`config.mk`:
```
export PLATFORM = sky130hd
export DESIGN_NAME = mano_program_loader_flat
export DESIGN_NICKNAME = d
export VERILOG_FILES = /design/src/rtl/mano_pkg.sv /design/src/rtl/mano_program_loader_if.sv /design/src/rtl/mano_prog_mem.sv /design/src/rtl/mano_program_loader.sv /design/src/flat_wrapper.sv
export SDC_FILE = /design/constraint.sdc
export NUM_CORES = 1
export LEC_CHECK = 0
export CAP_MARGIN = 20
export CORE_ASPECT_RATIO = 0.5
export CORE_MARGIN = 3
export CORE_UTILIZATION = 57
export CTS_CLUSTER_SIZE = 8
export DETAILED_ROUTE_END_ITERATION = 16
export PLACE_DENSITY_LB_ADDON = 0.1
export SETUP_SLACK_MARGIN = 0.05
export SLEW_MARGIN = 5
export SYNTH_ARGS = -nofsm -noshare
export SYNTH_HDL_FRONTEND = slang
export SYNTH_SLANG_ARGS = --single-unit
```
`constraint.sdc`:
```
create_clock -name SysClk -period 3.8 [get_ports SysClk]
set_input_delay 1.14 -clock SysClk [delete_from_list [all_inputs] [get_ports SysClk]]
set_output_delay 1.14 -clock SysClk [all_outputs]
set_load 0.02 [all_outputs]
```
`src/rtl/mano_pkg.sv`:
```
// Shared defaults and loader state enumeration for the Mano program loader.
package mano_pkg;
    localparam int DEPTH_DEF = 9;
    localparam int WIDTH_DEF = 8;
    localparam int CNT_W     = 4;

    typedef enum logic [2:0] {
        ST_IDLE,
        ST_LOAD,
        ST_CHECK,
        ST_RUN,
        ST_ERROR
    } loader_state_t;
endpackage

```
`src/rtl/mano_program_loader_if.sv`:
```
// Load stream, CPU read port and status bundle of the Mano program loader.
interface mano_program_loader_if #(
    parameter int WIDTH = mano_pkg::WIDTH_DEF
);
    logic             ld_start;
    logic             ld_valid;
    logic [WIDTH-1:0] ld_data;
    logic             ld_ready;
    logic [WIDTH-1:0] rd_addr;
    logic [WIDTH-1:0] rd_data;
    logic             cpu_run;
    logic             ld_done;
    logic             ld_err;
    logic [3:0]       word_cnt;

    modport master (
        output ld_start, ld_valid, ld_data, rd_addr,
        input  ld_ready, rd_data, cpu_run, ld_done, ld_err, word_cnt
    );

    modport slave (
        input  ld_start, ld_valid, ld_data, rd_addr,
        output ld_ready, rd_data, cpu_run, ld_done, ld_err, word_cnt
    );
endinterface

```
`src/rtl/mano_prog_mem.sv`:
```
// Program memory: synchronous write, asynchronous read (zero when out of range),
// contents cleared by the asynchronous reset.
module mano_prog_mem
    import mano_pkg::*;
#(
    parameter int DEPTH = DEPTH_DEF,
    parameter int WIDTH = WIDTH_DEF
) (
    input  logic             SysClk,
    input  logic             rst_n,
    input  logic             we,
    input  logic [CNT_W-1:0] waddr,
    input  logic [WIDTH-1:0] wdata,
    input  logic [WIDTH-1:0] raddr,
    output logic [WIDTH-1:0] rdata
);
    logic [WIDTH-1:0] mem [DEPTH];

    always_ff @(posedge SysClk or negedge rst_n) begin
        if (!rst_n) begin
            for (int i = 0; i < DEPTH; i++) mem[i] <= '0;
        end else if (we) begin
            for (int i = 0; i < DEPTH; i++) begin
                if (waddr == CNT_W'(i)) mem[i] <= wdata;
            end
        end
    end

    // Decoded read keeps addresses at or above DEPTH reading as zero.
    always_comb begin
        rdata = '0;
        for (int i = 0; i < DEPTH; i++) begin
            if (raddr == WIDTH'(i)) rdata = mem[i];
        end
    end
endmodule

```
`src/rtl/mano_program_loader.sv`:
```
// Streams a program image into memory and then releases the CPU.
// Optional checksum byte after the image: define LOADER_CHECKSUM_EN.
module mano_program_loader
    import mano_pkg::*;
#(
    parameter int DEPTH = DEPTH_DEF,
    parameter int WIDTH = WIDTH_DEF
) (
    input  logic                  SysClk,
    input  logic                  rst_n,
    mano_program_loader_if.slave  bus
);
    localparam logic [CNT_W-1:0] LAST = CNT_W'(DEPTH - 1);

    loader_state_t    state;
    logic [CNT_W-1:0] ptr;
    logic             ready_q;
    logic             run_q;
    logic             xfer;
    logic             wr_en;

    // ld_start wins over a coincident byte, so that byte never counts as a transfer.
    assign xfer  = bus.ld_valid & ready_q & ~bus.ld_start;
    assign wr_en = xfer & (state == ST_LOAD);

`ifdef LOADER_CHECKSUM_EN
    logic [WIDTH-1:0] csum;
    logic [WIDTH-1:0] csum_next;
    logic             err_q;

    assign csum_next  = csum + bus.ld_data;
    assign bus.ld_err = err_q;
`else
    assign bus.ld_err = 1'b0;
`endif

    always_ff @(posedge SysClk or negedge rst_n) begin
        if (!rst_n) begin
            state   <= ST_IDLE;
            ptr     <= '0;
            ready_q <= 1'b0;
            run_q   <= 1'b0;
`ifdef LOADER_CHECKSUM_EN
            csum    <= '0;
            err_q   <= 1'b0;
`endif
        end else if (bus.ld_start) begin
            state   <= ST_LOAD;
            ptr     <= '0;
            ready_q <= 1'b1;
            run_q   <= 1'b0;
`ifdef LOADER_CHECKSUM_EN
            csum    <= '0;
            err_q   <= 1'b0;
`endif
        end else begin
            case (state)
                ST_LOAD: begin
                    if (xfer) begin
                        ptr <= ptr + 1'b1;
`ifdef LOADER_CHECKSUM_EN
                        csum <= csum_next;
                        if (ptr == LAST) state <= ST_CHECK;
`else
                        if (ptr == LAST) begin
                            state   <= ST_RUN;
                            ready_q <= 1'b0;
                            run_q   <= 1'b1;
                        end
`endif
                    end
                end
`ifdef LOADER_CHECKSUM_EN
                ST_CHECK: begin
                    if (xfer) begin
                        ready_q <= 1'b0;
                        if (csum_next == '0) begin
                            state <= ST_RUN;
                            run_q <= 1'b1;
                        end else begin
                            state <= ST_ERROR;
                            err_q <= 1'b1;
                        end
                    end
                end
                ST_ERROR: state <= ST_ERROR;
`endif
                ST_RUN:  state <= ST_RUN;
                ST_IDLE: state <= ST_IDLE;
                default: begin
                    state   <= ST_IDLE;
                    ready_q <= 1'b0;
                    run_q   <= 1'b0;
                end
            endcase
        end
    end

    assign bus.ld_ready = ready_q;
    assign bus.cpu_run  = run_q;
    assign bus.ld_done  = run_q;
    assign bus.word_cnt = ptr;

    mano_prog_mem #(
        .DEPTH (DEPTH),
        .WIDTH (WIDTH)
    ) u_mem (
        .SysClk (SysClk),
        .rst_n  (rst_n),
        .we     (wr_en),
        .waddr  (ptr),
        .wdata  (bus.ld_data),
        .raddr  (bus.rd_addr),
        .rdata  (bus.rd_data)
    );
endmodule

```
`src/flat_wrapper.sv`:
```
// flat-port wrapper written by rule: the top's interface ports become plain ports
module mano_program_loader_flat import mano_pkg::*;
#(
    parameter int DEPTH = DEPTH_DEF,
    parameter int WIDTH = WIDTH_DEF
)
  (SysClk, rst_n, bus_ld_start, bus_ld_valid, bus_ld_data, bus_rd_addr, bus_ld_ready, bus_rd_data, bus_cpu_run, bus_ld_done, bus_ld_err, bus_word_cnt);
  mano_program_loader_if #(.WIDTH(WIDTH)) bus_i ();
  input  logic SysClk;
  input  logic rst_n;
  input wire logic [$bits(bus_i.ld_start)-1:0] bus_ld_start;
  input wire logic [$bits(bus_i.ld_valid)-1:0] bus_ld_valid;
  input wire logic [$bits(bus_i.ld_data)-1:0] bus_ld_data;
  input wire logic [$bits(bus_i.rd_addr)-1:0] bus_rd_addr;
  output wire logic [$bits(bus_i.ld_ready)-1:0] bus_ld_ready;
  output wire logic [$bits(bus_i.rd_data)-1:0] bus_rd_data;
  output wire logic [$bits(bus_i.cpu_run)-1:0] bus_cpu_run;
  output wire logic [$bits(bus_i.ld_done)-1:0] bus_ld_done;
  output wire logic [$bits(bus_i.ld_err)-1:0] bus_ld_err;
  output wire logic [$bits(bus_i.word_cnt)-1:0] bus_word_cnt;
  assign bus_i.ld_start = bus_ld_start;
  assign bus_i.ld_valid = bus_ld_valid;
  assign bus_i.ld_data = bus_ld_data;
  assign bus_i.rd_addr = bus_rd_addr;
  assign bus_ld_ready = bus_i.ld_ready;
  assign bus_rd_data = bus_i.rd_data;
  assign bus_cpu_run = bus_i.cpu_run;
  assign bus_ld_done = bus_i.ld_done;
  assign bus_ld_err = bus_i.ld_err;
  assign bus_word_cnt = bus_i.word_cnt;
  mano_program_loader #(.DEPTH(DEPTH), .WIDTH(WIDTH)) u_core (.SysClk(SysClk), .rst_n(rst_n), .bus(bus_i));
endmodule
```
==> results.sh <==
export IMPL_pwr_share_clk_pct=32.2
export IMPL_arrival_ns=2.56
export IMPL_grt_pass1_wl_um=15000
export IMPL_diodes=0
export IMPL_cts_sinks=80
export IMPL_ys_types=52
export IMPL_slew_headroom_pct=34.5
export IMPL_synth_area_per_cell_um2=13.4
export IMPL_syn_nets=323
export IMPL_die_h_um=65.1
export IMPL_drt_total_wl_um=9140
export IMPL_syn_inst=297
export IMPL_numCtsBuffers=9
export IMPL_ys_seq_area_share_pct=50.3
export IMPL_io_buffer_count=34
export IMPL_power_density_mw_per_mm2=510
export IMPL_clockBufferDepth=2
export IMPL_antenna_left=0
export IMPL_nNetsFinal=375
export IMPL_wl_per_cell_um=20.8
export IMPL_worstPathRequired_ns=2.66
export IMPL_r2r_end="u_core.u_mem.mem[55]$_DFFE_PN0P_"
export IMPL_pwr_share_seq_pct=45.5
export IMPL_worst_slew_pin_slew_ns=0.982
export IMPL_fp_dieArea_mm2=0.00808
export IMPL_synth_edff_count=0
export IMPL_reg2reg_setup_slack_ns=1.48
export IMPL_rr_worst_depth=6
export IMPL_yosysTopAreaCellShare_pct=50.3
export IMPL_hold_start="u_core.u_mem.mem[63]$_DFFE_PN0P_"
export IMPL_synth_flop_cell="dfrtp_1"
export IMPL_intPower_uw=1800
export IMPL_combPwrFrac_pct=22.3
export IMPL_overflow=0
export IMPL_final_hold_viol_count=0
export IMPL_maxCapViolCount=0
export IMPL_chipWidth_um=124
export IMPL_num_rows=20
export IMPL_p_sw_share_pct=26.7
export IMPL_grt_usage_pct=25.4
export IMPL_grt_pass1_vias=2873
export IMPL_cts_tree="yes"
export IMPL_crit_chain="buf_2, or4_4, buf_6, nor2_4, buf_6, a32oi_1, o21ai_1, buf_4"
export IMPL_synth_area_leaders="dfrtp_1, mux2_2, mux4_1"
export IMPL_ios=36
export IMPL_outcome="complete, no violations"
export IMPL_r2r_start="u_core.state[1]$_DFFE_PN0P_"
export IMPL_initial_core_util_pct=62.1
export IMPL_cts_reportedPaths_clkPinSlew_ns=0.05
export IMPL_endpoint_kind="output pin"
export IMPL_switchingPower_uw=655
export IMPL_post_route_period_util_pct=97.4
export IMPL_holdWs_ns=0.495
export IMPL_synth_top_cell_by_area="dfrtp_1"
export IMPL_grt_setup_unrepaired="yes"
export IMPL_startpoint="bus_rd_addr[6]"
export IMPL_root_buffer="clkbuf_16"
export IMPL_vias=2664
export IMPL_gp_congestion=0.847
export IMPL_synthArstFlopShare_pct=100
export IMPL_slowest_stage="or4_4"
export IMPL_synth_seq_cells=80
export IMPL_path_class="in2out"
export IMPL_setup_viol=0
export IMPL_final_layout_size_suffix_gt1_share_pct=40.6
export IMPL_syn_cell_area_mm2=0.00398
export IMPL_hpwl_um=5810
export IMPL_min_to="u_core.u_mem.mem[63]$_DFFE_PN0P_"
export IMPL_max_freq_mhz=270
export IMPL_total_power_uw=2450
export IMPL_final_max_slew_viol_count=0
export IMPL_drt_pre_antenna_iters=4
export IMPL_layout_min_cycle_time_ns=3.70
export IMPL_hp_class="reg2reg"
export IMPL_critPathTopFamily="simple AND/OR/NAND/NOR gates"
export IMPL_cts_htree_levels=3
export IMPL_holdPathStages=1
export IMPL_power_leakage_uw=0.00229
export IMPL_path_buf_inv=4
export IMPL_skew_ns=0.00354
export IMPL_drt_iter0_markers=167
export IMPL_core_area_mm2=0.00641
export IMPL_area_growth_pct=21.0
export IMPL_grt_start_max_net_pins=81
export IMPL_antenna_found_initial=0
export IMPL_clock_latency_ns=0.33
export IMPL_critPathLaunchType="primary input"
export IMPL_slowest_delay_ns=0.56
export IMPL_drc=0
export IMPL_fin_util_pct=75.2
export IMPL_worst_path_most_repeated_cell="buf_6"
export IMPL_vias_per_cell=6.05
export IMPL_cp_max_fo=4
export IMPL_irDropWorstVdd_uv=291
export IMPL_ys_warn_count=0
repair_timing:
item	4_1_cts	5_1_grt
hold buffers	0	0
setup buffers	1	1
gates cloned	2	0
endpoints found under the hold margin	0	0
setup endpoints to repair	8	8
pin swaps	5	8
resized for setup	68	12
power by group through the flow:
stage                     clock [uW]  sequential, uW  combinational, uW
after floorplan                    0            1110                377
after global placement             0            1110                518
after detailed placement           0            1130                540
after CTS                        809            1110                551
after global routing             854            1130                609
final                            791            1120                547
worst reg2reg max path, cell delays in order (launching register included):
cell,delay [ns]
dfrtp_1,0.38
inv_1,0.09
ha_1,0.30
nand2b_4,0.10
nor4_2,0.45
and2_1,0.50
mux2_2,0.40
how the worst max path moves through the flow:
stage                           endpoint  slack (ns)  depth (start not counted)
after floorplan           bus_rd_data[6]        0.09                          5
after global placement    bus_rd_data[3]       -0.71                          8
after detailed placement  bus_rd_data[6]       -0.75                          8
after CTS                 bus_rd_data[6]        0.05                          7
after global routing      bus_rd_data[1]        0.05                          6
final                     bus_rd_data[6]        0.10                          8
layout make-up:
type,instances,area (um2)
clock buffers,14,274
fillers,429,1590
inverters,11,41.3
multi-input cells,188,1850
flip-flops and latches,80,2000
well taps,88,110
repair buffers,59,542
registers in the layout, indices dropped and copies added, names as in the netlist:
signal               flops
u_core.u_mem.mem        72
u_core.bus.ld_ready      1
u_core.state             2
u_core.bus.word_cnt      4
u_core.bus.cpu_run       1
cells by family after synthesis:
group / count (synthesis) / synth area share, %
mux: 85 / 27.3
flops: 80 / 50.3
simple gates: 57 / 9.68
compound gates: 37 / 6.35
buf+inv: 29 / 3.93
fa+ha+maj: 6 / 1.89
xor+xnor: 2 / 0.440
other cells: 1 / 0.0942
layer usage:
metal  wire length [um]  vias to the layer above  global-route usage (%)
met2               4480                      101                    41.5
li1                   -                     1204                       -
met4                 74                        0                    5.46
met5                  0                        -                       0
met1               3880                     1346                    34.5
met3                704                       13                    6.71
synth_stat cells, types with 2 or more instances:
cell and count:
and2_1 4, o211ai_1 4, clkbuf_1 3, nand3_2 4
nand4_1 3, a211oi_1 2, dfrtp_1 80, inv_1 11
and3_1 4, a221o_1 4, o21ai_0 7, mux2_2 73
nand2_1 5, nand3_1 9, ha_1 6, nor2_1 6
mux4_1 9, nand2b_1 3, buf_4 5, mux2i_1 3
a21oi_1 11, nor3_1 2, nor2b_1 3, buf_2 8
metrics by stage:
stage	worst slack, ns	cells	area, um2	setup TNS (ns)
after floorplan	0.0857	297	3980	0
after global placement	-0.708	422	4480	-5.51
after detailed placement	-0.745	422	4480	-5.83
after CTS	0.0469	439	4790	0
after global routing	0.0479	440	4820	0
final	0.100	440	4820	0
placed cells by master, fill, tap and decap left out, types with 4 or more instances in the layout:
cell type and count:
mux2_2 73, o211ai_1 4, and2_1 4, a221o_1 4
buf_4 22, buf_2 4, nor2_1 5, dfrtp_1 80
buf_6 9, ha_1 6, mux4_1 8, nand3_2 4
clkbuf_16 9, nand3_1 9, a21oi_1 10, o21ai_0 6
inv_1 11, nand2_1 5, clkdlybuf4s50_1 17
Power figures use the tool's default switching activity.
